===== src/rtl/xmbox.sv =====
// xmbox: bus-mapped mailbox between the controller data bus and a pair of
// valid/ready streams. CPU writes to TXDATA feed the tx stream through a
// small FIFO; rx stream words are buffered and popped by CPU reads of RXDATA.
module xmbox #(
    parameter int unsigned DATA_W     = 32,
    parameter int unsigned DEPTH_LOG2 = 2
) (
    input  logic              clk,
    input  logic              rst,
    input  logic              sel,
    input  logic              we,
    input  logic [1:0]        addr,
    input  logic [DATA_W-1:0] data_in,
    output logic [DATA_W-1:0] data_out,
    output logic              tx_valid,
    input  logic              tx_ready,
    output logic [DATA_W-1:0] tx_data,
    input  logic              rx_valid,
    output logic              rx_ready,
    input  logic [DATA_W-1:0] rx_data
);

    localparam int unsigned DEPTH = 1 << DEPTH_LOG2;
    localparam logic [DEPTH_LOG2-1:0] PTR_ONE  = DEPTH_LOG2'(1);
    localparam logic [DEPTH_LOG2:0]   LVL_ONE  = (DEPTH_LOG2+1)'(1);
    localparam logic [DEPTH_LOG2:0]   LVL_FULL = (DEPTH_LOG2+1)'(DEPTH);

    logic [DATA_W-1:0]     tx_mem [DEPTH];
    logic [DATA_W-1:0]     rx_mem [DEPTH];
    logic [DEPTH_LOG2-1:0] tx_wr_ptr, tx_rd_ptr, rx_wr_ptr, rx_rd_ptr;
    logic [DEPTH_LOG2:0]   tx_level, rx_level;
    logic                  tx_ovf, rx_unf;

    logic tx_full, tx_empty, rx_full, rx_empty;
    logic tx_hit, tx_push, tx_pop, tx_flush;
    logic rx_hit, rx_push, rx_pop, rx_flush;
    logic ctrl_wr, flag_clr;
    logic [7:0] tx_lvl8, rx_lvl8;
    logic [DATA_W-1:0] status;

    // Decode bus strobes and stream handshakes
    always_comb begin
        tx_full  = (tx_level == LVL_FULL);
        tx_empty = (tx_level == '0);
        rx_full  = (rx_level == LVL_FULL);
        rx_empty = (rx_level == '0);

        tx_valid = ~tx_empty;
        tx_data  = tx_mem[tx_rd_ptr];
        rx_ready = ~rx_full & rst;

        ctrl_wr  = sel & we & (addr == 2'd3);
        tx_flush = ctrl_wr & data_in[0];
        rx_flush = ctrl_wr & data_in[1];
        flag_clr = ctrl_wr & data_in[2];

        tx_hit   = sel & we & (addr == 2'd0);
        tx_push  = tx_hit & ~tx_full;
        tx_pop   = tx_valid & tx_ready;

        rx_hit   = sel & ~we & (addr == 2'd1);
        rx_pop   = rx_hit & ~rx_empty;
        rx_push  = rx_valid & rx_ready;
    end

    // Assemble STATUS word
    always_comb begin
        tx_lvl8 = '0;
        rx_lvl8 = '0;
        tx_lvl8[DEPTH_LOG2:0] = tx_level;
        rx_lvl8[DEPTH_LOG2:0] = rx_level;
        status        = '0;
        status[0]     = tx_full;
        status[1]     = tx_empty;
        status[2]     = rx_full;
        status[3]     = rx_empty;
        status[4]     = tx_ovf;
        status[5]     = rx_unf;
        status[15:8]  = tx_lvl8;
        status[23:16] = rx_lvl8;
    end

    // Zero-wait read mux; anything not a selected read returns zero
    always_comb begin
        data_out = '0;
        if (sel && !we) begin
            case (addr)
                2'd1:    data_out = rx_empty ? '0 : rx_mem[rx_rd_ptr];
                2'd2:    data_out = status;
                default: data_out = '0;
            endcase
        end
    end

    // FIFO storage (not reset; contents are only visible through pointers)
    always_ff @(posedge clk) begin
        if (tx_push) tx_mem[tx_wr_ptr] <= data_in;
        if (rx_push) rx_mem[rx_wr_ptr] <= rx_data;
    end

    // TX pointers, level and overflow flag; flush overrides push/pop
    always_ff @(posedge clk or negedge rst) begin
        if (!rst) begin
            tx_wr_ptr <= '0;
            tx_rd_ptr <= '0;
            tx_level  <= '0;
            tx_ovf    <= 1'b0;
        end else begin
            if (flag_clr)                tx_ovf <= 1'b0;
            else if (tx_hit && tx_full)  tx_ovf <= 1'b1;
            if (tx_flush) begin
                tx_wr_ptr <= '0;
                tx_rd_ptr <= '0;
                tx_level  <= '0;
            end else begin
                if (tx_push) tx_wr_ptr <= tx_wr_ptr + PTR_ONE;
                if (tx_pop)  tx_rd_ptr <= tx_rd_ptr + PTR_ONE;
                if (tx_push && !tx_pop)      tx_level <= tx_level + LVL_ONE;
                else if (tx_pop && !tx_push) tx_level <= tx_level - LVL_ONE;
            end
        end
    end

    // RX pointers, level and underflow flag; a word taken during flush is discarded
    always_ff @(posedge clk or negedge rst) begin
        if (!rst) begin
            rx_wr_ptr <= '0;
            rx_rd_ptr <= '0;
            rx_level  <= '0;
            rx_unf    <= 1'b0;
        end else begin
            if (flag_clr)                rx_unf <= 1'b0;
            else if (rx_hit && rx_empty) rx_unf <= 1'b1;
            if (rx_flush) begin
                rx_wr_ptr <= '0;
                rx_rd_ptr <= '0;
                rx_level  <= '0;
            end else begin
                if (rx_push) rx_wr_ptr <= rx_wr_ptr + PTR_ONE;
                if (rx_pop)  rx_rd_ptr <= rx_rd_ptr + PTR_ONE;
                if (rx_push && !rx_pop)      rx_level <= rx_level + LVL_ONE;
                else if (rx_pop && !rx_push) rx_level <= rx_level - LVL_ONE;
            end
        end
    end

endmodule

===== config.mk =====
export PLATFORM = sky130hd
export DESIGN_NAME = xmbox
export DESIGN_NICKNAME = d
export VERILOG_FILES = /design/src/rtl/xmbox.sv
export SDC_FILE = /design/constraint.sdc
export NUM_CORES = 1
export LEC_CHECK = 0
export ABC_AREA = 0
export ABC_CLOCK_PERIOD_IN_PS = 2700
export BUFFER_PORTS_ARGS = -buffer_cell sky130_fd_sc_hd__buf_2
export CORE_AREA = 2 2 176 109
export CTS_BUF_LIST = sky130_fd_sc_hd__clkbuf_2 sky130_fd_sc_hd__clkbuf_4 sky130_fd_sc_hd__clkbuf_8
export DETAILED_ROUTE_END_ITERATION = 8
export DIE_AREA = 0 0 178 111
export PLACE_DENSITY = 0.86
export SLEW_MARGIN = 20
export SYNTH_ARGS = -nofsm -noshare
export SYNTH_HDL_FRONTEND = slang
export SYNTH_SLANG_ARGS = --single-unit

===== constraint.sdc =====
create_clock -name clk -period 2.7 [get_ports clk]
set_clock_uncertainty 0.1 [all_clocks]
set_input_delay 0.27 -clock clk [delete_from_list [all_inputs] [get_ports clk]]
set_output_delay 0.27 -clock clk [all_outputs]
set_load 0.02 [all_outputs]

# [Word level (Yosys, flattened, before mapping)]
# Memories as Yosys holds them, arrays and structs flattened.
# Cells that the tools add are included.
[classes] addsub=8 mux=25 eq_ne=5 reduce_logical=23 bitwise_logic=18
[op_table] operator="$mux W32" count=2
[op_table] operator="$pmux W32 S2" count=1
[op_table] operator="$mux W3" count=6
[op_table] operator="$mux W2" count=8
[op_table] operator="$and A1 B1 Y1" count=13
[op_table] operator="$reduce_bool A2 Y1" count=6
[op_table] operator="$add A2 B1 Y2 const B" count=4
[op_table] operator="$mux W1" count=8
[op_table] operator="$logic_and A1 B1 Y1" count=7
[op_table] operator="$add A3 B1 Y3 const B" count=2
[op_table] operator="$eq A3 B3 Y1 const B" count=2
[op_table] operator="$logic_not A3 Y1" count=2
[op_table] operator="$reduce_bool A3 Y1" count=2
[op_table] operator="$sub A3 B1 Y3 const B" count=2
[op_table] operator="$logic_not A1 Y1" count=5
[op_table] operator="$not A1 Y1" count=5
[op_table] operator="$eq A2 B2 Y1 const B" count=2
[op_table] operator="$eq A2 B1 Y1 const B" count=1
[op_table] operator="$logic_not A2 Y1" count=1
[word_totals] input_bits=72 reg_bits=16 out_inout_bits=66 wordCells=89 mem_count=2 ramBits=256
[memory_table] memory="rx_mem" words=4 width=32 read_ports=1 rd_ports_with_merged_regs=0 wr=1 line_no="29" source="logic [DATA_W-1:0] rx_mem [DEPTH];"
[memory_table] memory="tx_mem" words=4 width=32 read_ports=1 rd_ports_with_merged_regs=0 wr=1 line_no="28" source="logic [DATA_W-1:0] tx_mem [DEPTH];"

# [Longest topological paths before layout]
[depth] depth_word=9 depth_mapped=8

# [Worst setup path after synthesis]
# No wires, ideal clock.
[synth_timing] path_type="input-to-reg" startpoint="input addr[0]" endpoint="memory tx_mem[1][0], enable pin" path_buffers=0 setup_slack_ns=0.433 arrival_time_ns=1.775 required_time_ns=2.208 path_stages=5 setup_ns=0.392 path_cell_list="inv_1 -> ha_1 -> nand3_1 -> nor2_1 -> and2_1"
[synth_via] elab_chain_cells=5
[synth_rtl] item="start, declared" line_no="12" source="input logic [1:0] addr,"
[synth_rtl] item="$logic_not A2 Y1" line_no="57" source="tx_hit = sel & we & (addr == 2'd0);"
[synth_rtl] item="$and A1 B1 Y1" line_no="57"
[synth_rtl] item="$and A1 B1 Y1" line_no="58" source="tx_push = tx_hit & ~tx_full;"
[synth_rtl] item="$mux W1" line_no="97" source="if (tx_push) tx_mem[tx_wr_ptr] <= data_in;"
[synth_rtl] item="$mux W1 (not written as such)" line_no="97"
[synth_rtl] item="end, declared" line_no="28"
# Every way passes these cells.

# [Worst setup path after layout]
[layout_timing] startpoint="input we" endpoint="output data_out[18]"
[layout_via] elab_chain_cells=3
[layout_rtl] item="start, declared" line_no="11" source="input logic we,"
[layout_rtl] item="$logic_not A1 Y1" line_no="86" source="if (sel && !we) begin"
[layout_rtl] item="$logic_and A1 B1 Y1" line_no="86"
[layout_rtl] item="$mux W32" line_no="86"
[layout_rtl] item="end, declared" line_no="14" source="output logic [DATA_W-1:0] data_out,"
# Every way passes these cells.

==> reports/results.ini <==
[placement]
port_buffers = 137
gp_congestion = 0.798
dp_hpwl_um = 13000
placed_area_sq_um = 11700

[grt]
grt_usage = 0.217
grt_antenna_before_repair = 1
grtUsageMet1 = 0.305
met2_usage = 0.354
grt_busiest_layer = met2
globalRoute.totalOverflow = 0
grt_pass1_vias = 5959
grt_start_max_net_pins = 35
met3_usage = 0.0436
grt_pass1_wl_um = 32700

[power_and_ir_drop]
leakage_nw = 4.72
powerDensity_nw_per_um2 = 864
peakVddDrop_uv = 499

[layout]
stdcell_area_sq_um = 13100
fillers = 1111
area_growth_pct = 23.1
drive_above_1_share = 0.386
nets = 819

[timing]
min_period_over_period = 0.974
drv_slew = 0
min_period_ns = 2.63
finalSetupViolCount = 0
worst_pin_slew_ns = 0.843
fin_setup_tns_ns = 0
holdWs_ns = 0.146
fmax_mhz = 380
rsz0062_at_grt = no
slew_headroom = 0.438
timing.final.hold_violations = 0

[yosys]
synth-compound-area-share = 0.0224
yosysSeqAreaShare = 0.758
synth_top_family_by_area = multiplexers
synth.area.mux_share = 0.137
yosysTopAreaCell = edfxtp_1
synth_simple_gate_area_frac = 0.0463
ys_ff_latch = 272
yosys-top-cells-area = edfxtp_1 72%, mux4_2 14%, dfrtp_1 3.8%
synthCells = 498
ys_warn_count = 0
syn-num-nets = 584
ys_types = 43
synthAdderAreaFrac = 0.0178
postSynthAreaPerCell_sq_um = 21.4
synth_top_area_share = 0.720
synthesis.area_sq_um = 10700
synth_xor_area_frac = 0.00492

[floorplan]
die_x_um = 178
die_area_sq_um = 19800
ioPinCount = 138
initial_utilization = 0.580
coreArea_sq_um = 18400
die_y_um = 111
rows = 39

[drt]
ant_nets = 0
vias = 5677
post_drt_via_cell_ratio = 5.66
wl_um = 21000
wire_per_inst_um = 20.9
drc_errors = 0
drt_pre_antenna_iters = 4
drt_first_iter_violations = 410

[clocking]
clock_path_buffers = 3
ctsHtreeMaxLevel = 2
cts.sinks = 272
cts_root_buffer = clkbuf_8
numCtsBuffers = 39
clock_latency_ns = 0.50
cts_resized = 0
clk_pin_slew_worst_paths_ns = 0.07
cts_tree = done

[critical_path]
path_class = input pin to primary output
cp.arrival_ns = 2.26
endpoint_kind = primary output
start_kind = input pin
critical_path.max_fanout = 31
crit_required_ns = 2.33

[min_path]
hp-class = input pin to async pin

[job]
max_cap_violations = 0

[outcome]
status = finished clean

[final cells by class]
class                           count  area (sq um)  area share
Tap cell                          246           308      0.0234
Multi-Input combinational cell    190          2440       0.186
Antenna cell                        1          2.50    0.000190
Clock inverter                      8          33.8     0.00257
Inverter                           11          41.3     0.00314
Clock buffer                       56           677      0.0515
Sequential cell                   272          8090       0.616
Timing Repair Buffer              219          1550       0.118
[final timing paths]
check | from | endpoint | slack (ns) | cells after the start
hold / removal | rst | tx_level[0] | 0.15 | 2
setup / recovery | we | data_out[18] | 0.07 | 6
setup reg to reg | tx_level[0] | tx_level[2] | 0.25 | 6
min in group clk | tx_ready | tx_rd_ptr[0] | 0.18 | 4
hold reg to reg | rx_wr_ptr[1] | rx_wr_ptr[1] | 0.51 | 2
max in group asynchronous | rst | rx_rd_ptr[0] | 2.02 | 2
[cell families after synthesis]
family	after synthesis
compound gates	29
xor+xnor	6
fa+ha+maj	14
buf+inv	36
flops	272
mux	66
simple gates	75
[what timing repair did]
| item | 4_1_cts | 5_1_grt |
|---|---|---|
| setup buffers | 0 | 2 |
| endpoints found under the setup margin | 0 | 8 |
| endpoints found under the hold margin | 274 | 0 |
| hold buffers | 68 | 0 |
[critical path: stages]
cell           delay (ns)
dlygate4sd3_1        0.56
buf_2                0.19
and3b_1              0.36
and3_4               0.46
a22o_1               0.24
buf_2                0.17
[registers in the layout, indices dropped and copies added (netlist names)]
name / cells
tx_level: 3
rx_unf: 1
tx_wr_ptr: 2
rx_level: 3
rx_mem: 128
tx_ovf: 1
tx_rd_ptr: 2
rx_wr_ptr: 2
rx_rd_ptr: 2
tx_mem: 128
[Yosys cell counts (all sizes together)]
cell	n
a211oi	2
a21oi	2
a22o	12
a41oi	3
and2	25
and3	7
and3b	1
and4	2
buf	14
clkbuf	11
dfrtp	16
edfxtp	256
fa	2
ha	12
inv	11
mux2i	2
mux4	64
nand2	4
nand2b	2
nand3	2
nand3b	1
nand4	2
nor2	10
nor2b	1
nor3	8
nor3b	7
nor4	1
o211a	1
o21a	1
o21ai	6
o31a	1
o32ai	1
or3	1
or3b	1
xnor2	4
xor2	2
[cells in the final DEF, fill, tap and decap left out, drive strengths merged, types with 2 or more instances in the layout]
cell type / netlist / final
a211oi: 2 / 2
a21oi: 2 / 2
a22o: 12 / 12
a41oi: 3 / 3
and2: 25 / 25
and3: 7 / 7
and4: 2 / 2
buf: 14 / 151
clkbuf: 11 / 56
clkinv: 0 / 8
dfrtp: 16 / 16
dlygate4sd3: 0 / 68
edfxtp: 256 / 256
fa: 2 / 2
ha: 12 / 12
inv: 11 / 11
mux2i: 2 / 2
mux4: 64 / 64
nand2: 4 / 4
nand2b: 2 / 2
nand3: 2 / 2
nand4: 2 / 2
nor2: 10 / 10
nor3: 8 / 8
nor3b: 7 / 7
o21ai: 6 / 6
xnor2: 4 / 4
xor2: 2 / 2
[layer usage]
metal | routed length (um) | vias to the layer above
met3 | 1300 | 35
li1 | - | 2507
met1 | 8900 | 2911
met2 | 10400 | 224
met4 | 371 | 0
met5 | 0 | -
[metrics by stage]
step / total power [mW] / setup slack (ns) / instances / utilization
floorplan: 7.48 / 0.433 / 498 / -
global placement: 8.26 / 0.479 / 868 / 0.638
detailed placement: 8.37 / 0.339 / 868 / 0.638
CTS: 11.5 / 0.0110 / 1000 / 0.713
global route: 11.9 / 0.00216 / 1003 / 0.714
finish: 11.3 / 0.0712 / 1003 / 0.714
[power by group]
part           leakage (nW)  switching (mW)  internal, mW
sequential             2.50           0.338          5.01
combinational          1.83            1.53          1.48
clock                 0.383            1.40          1.60
total                  4.72            3.27          8.08
Note: power is estimated with default switching activity, not from simulation.
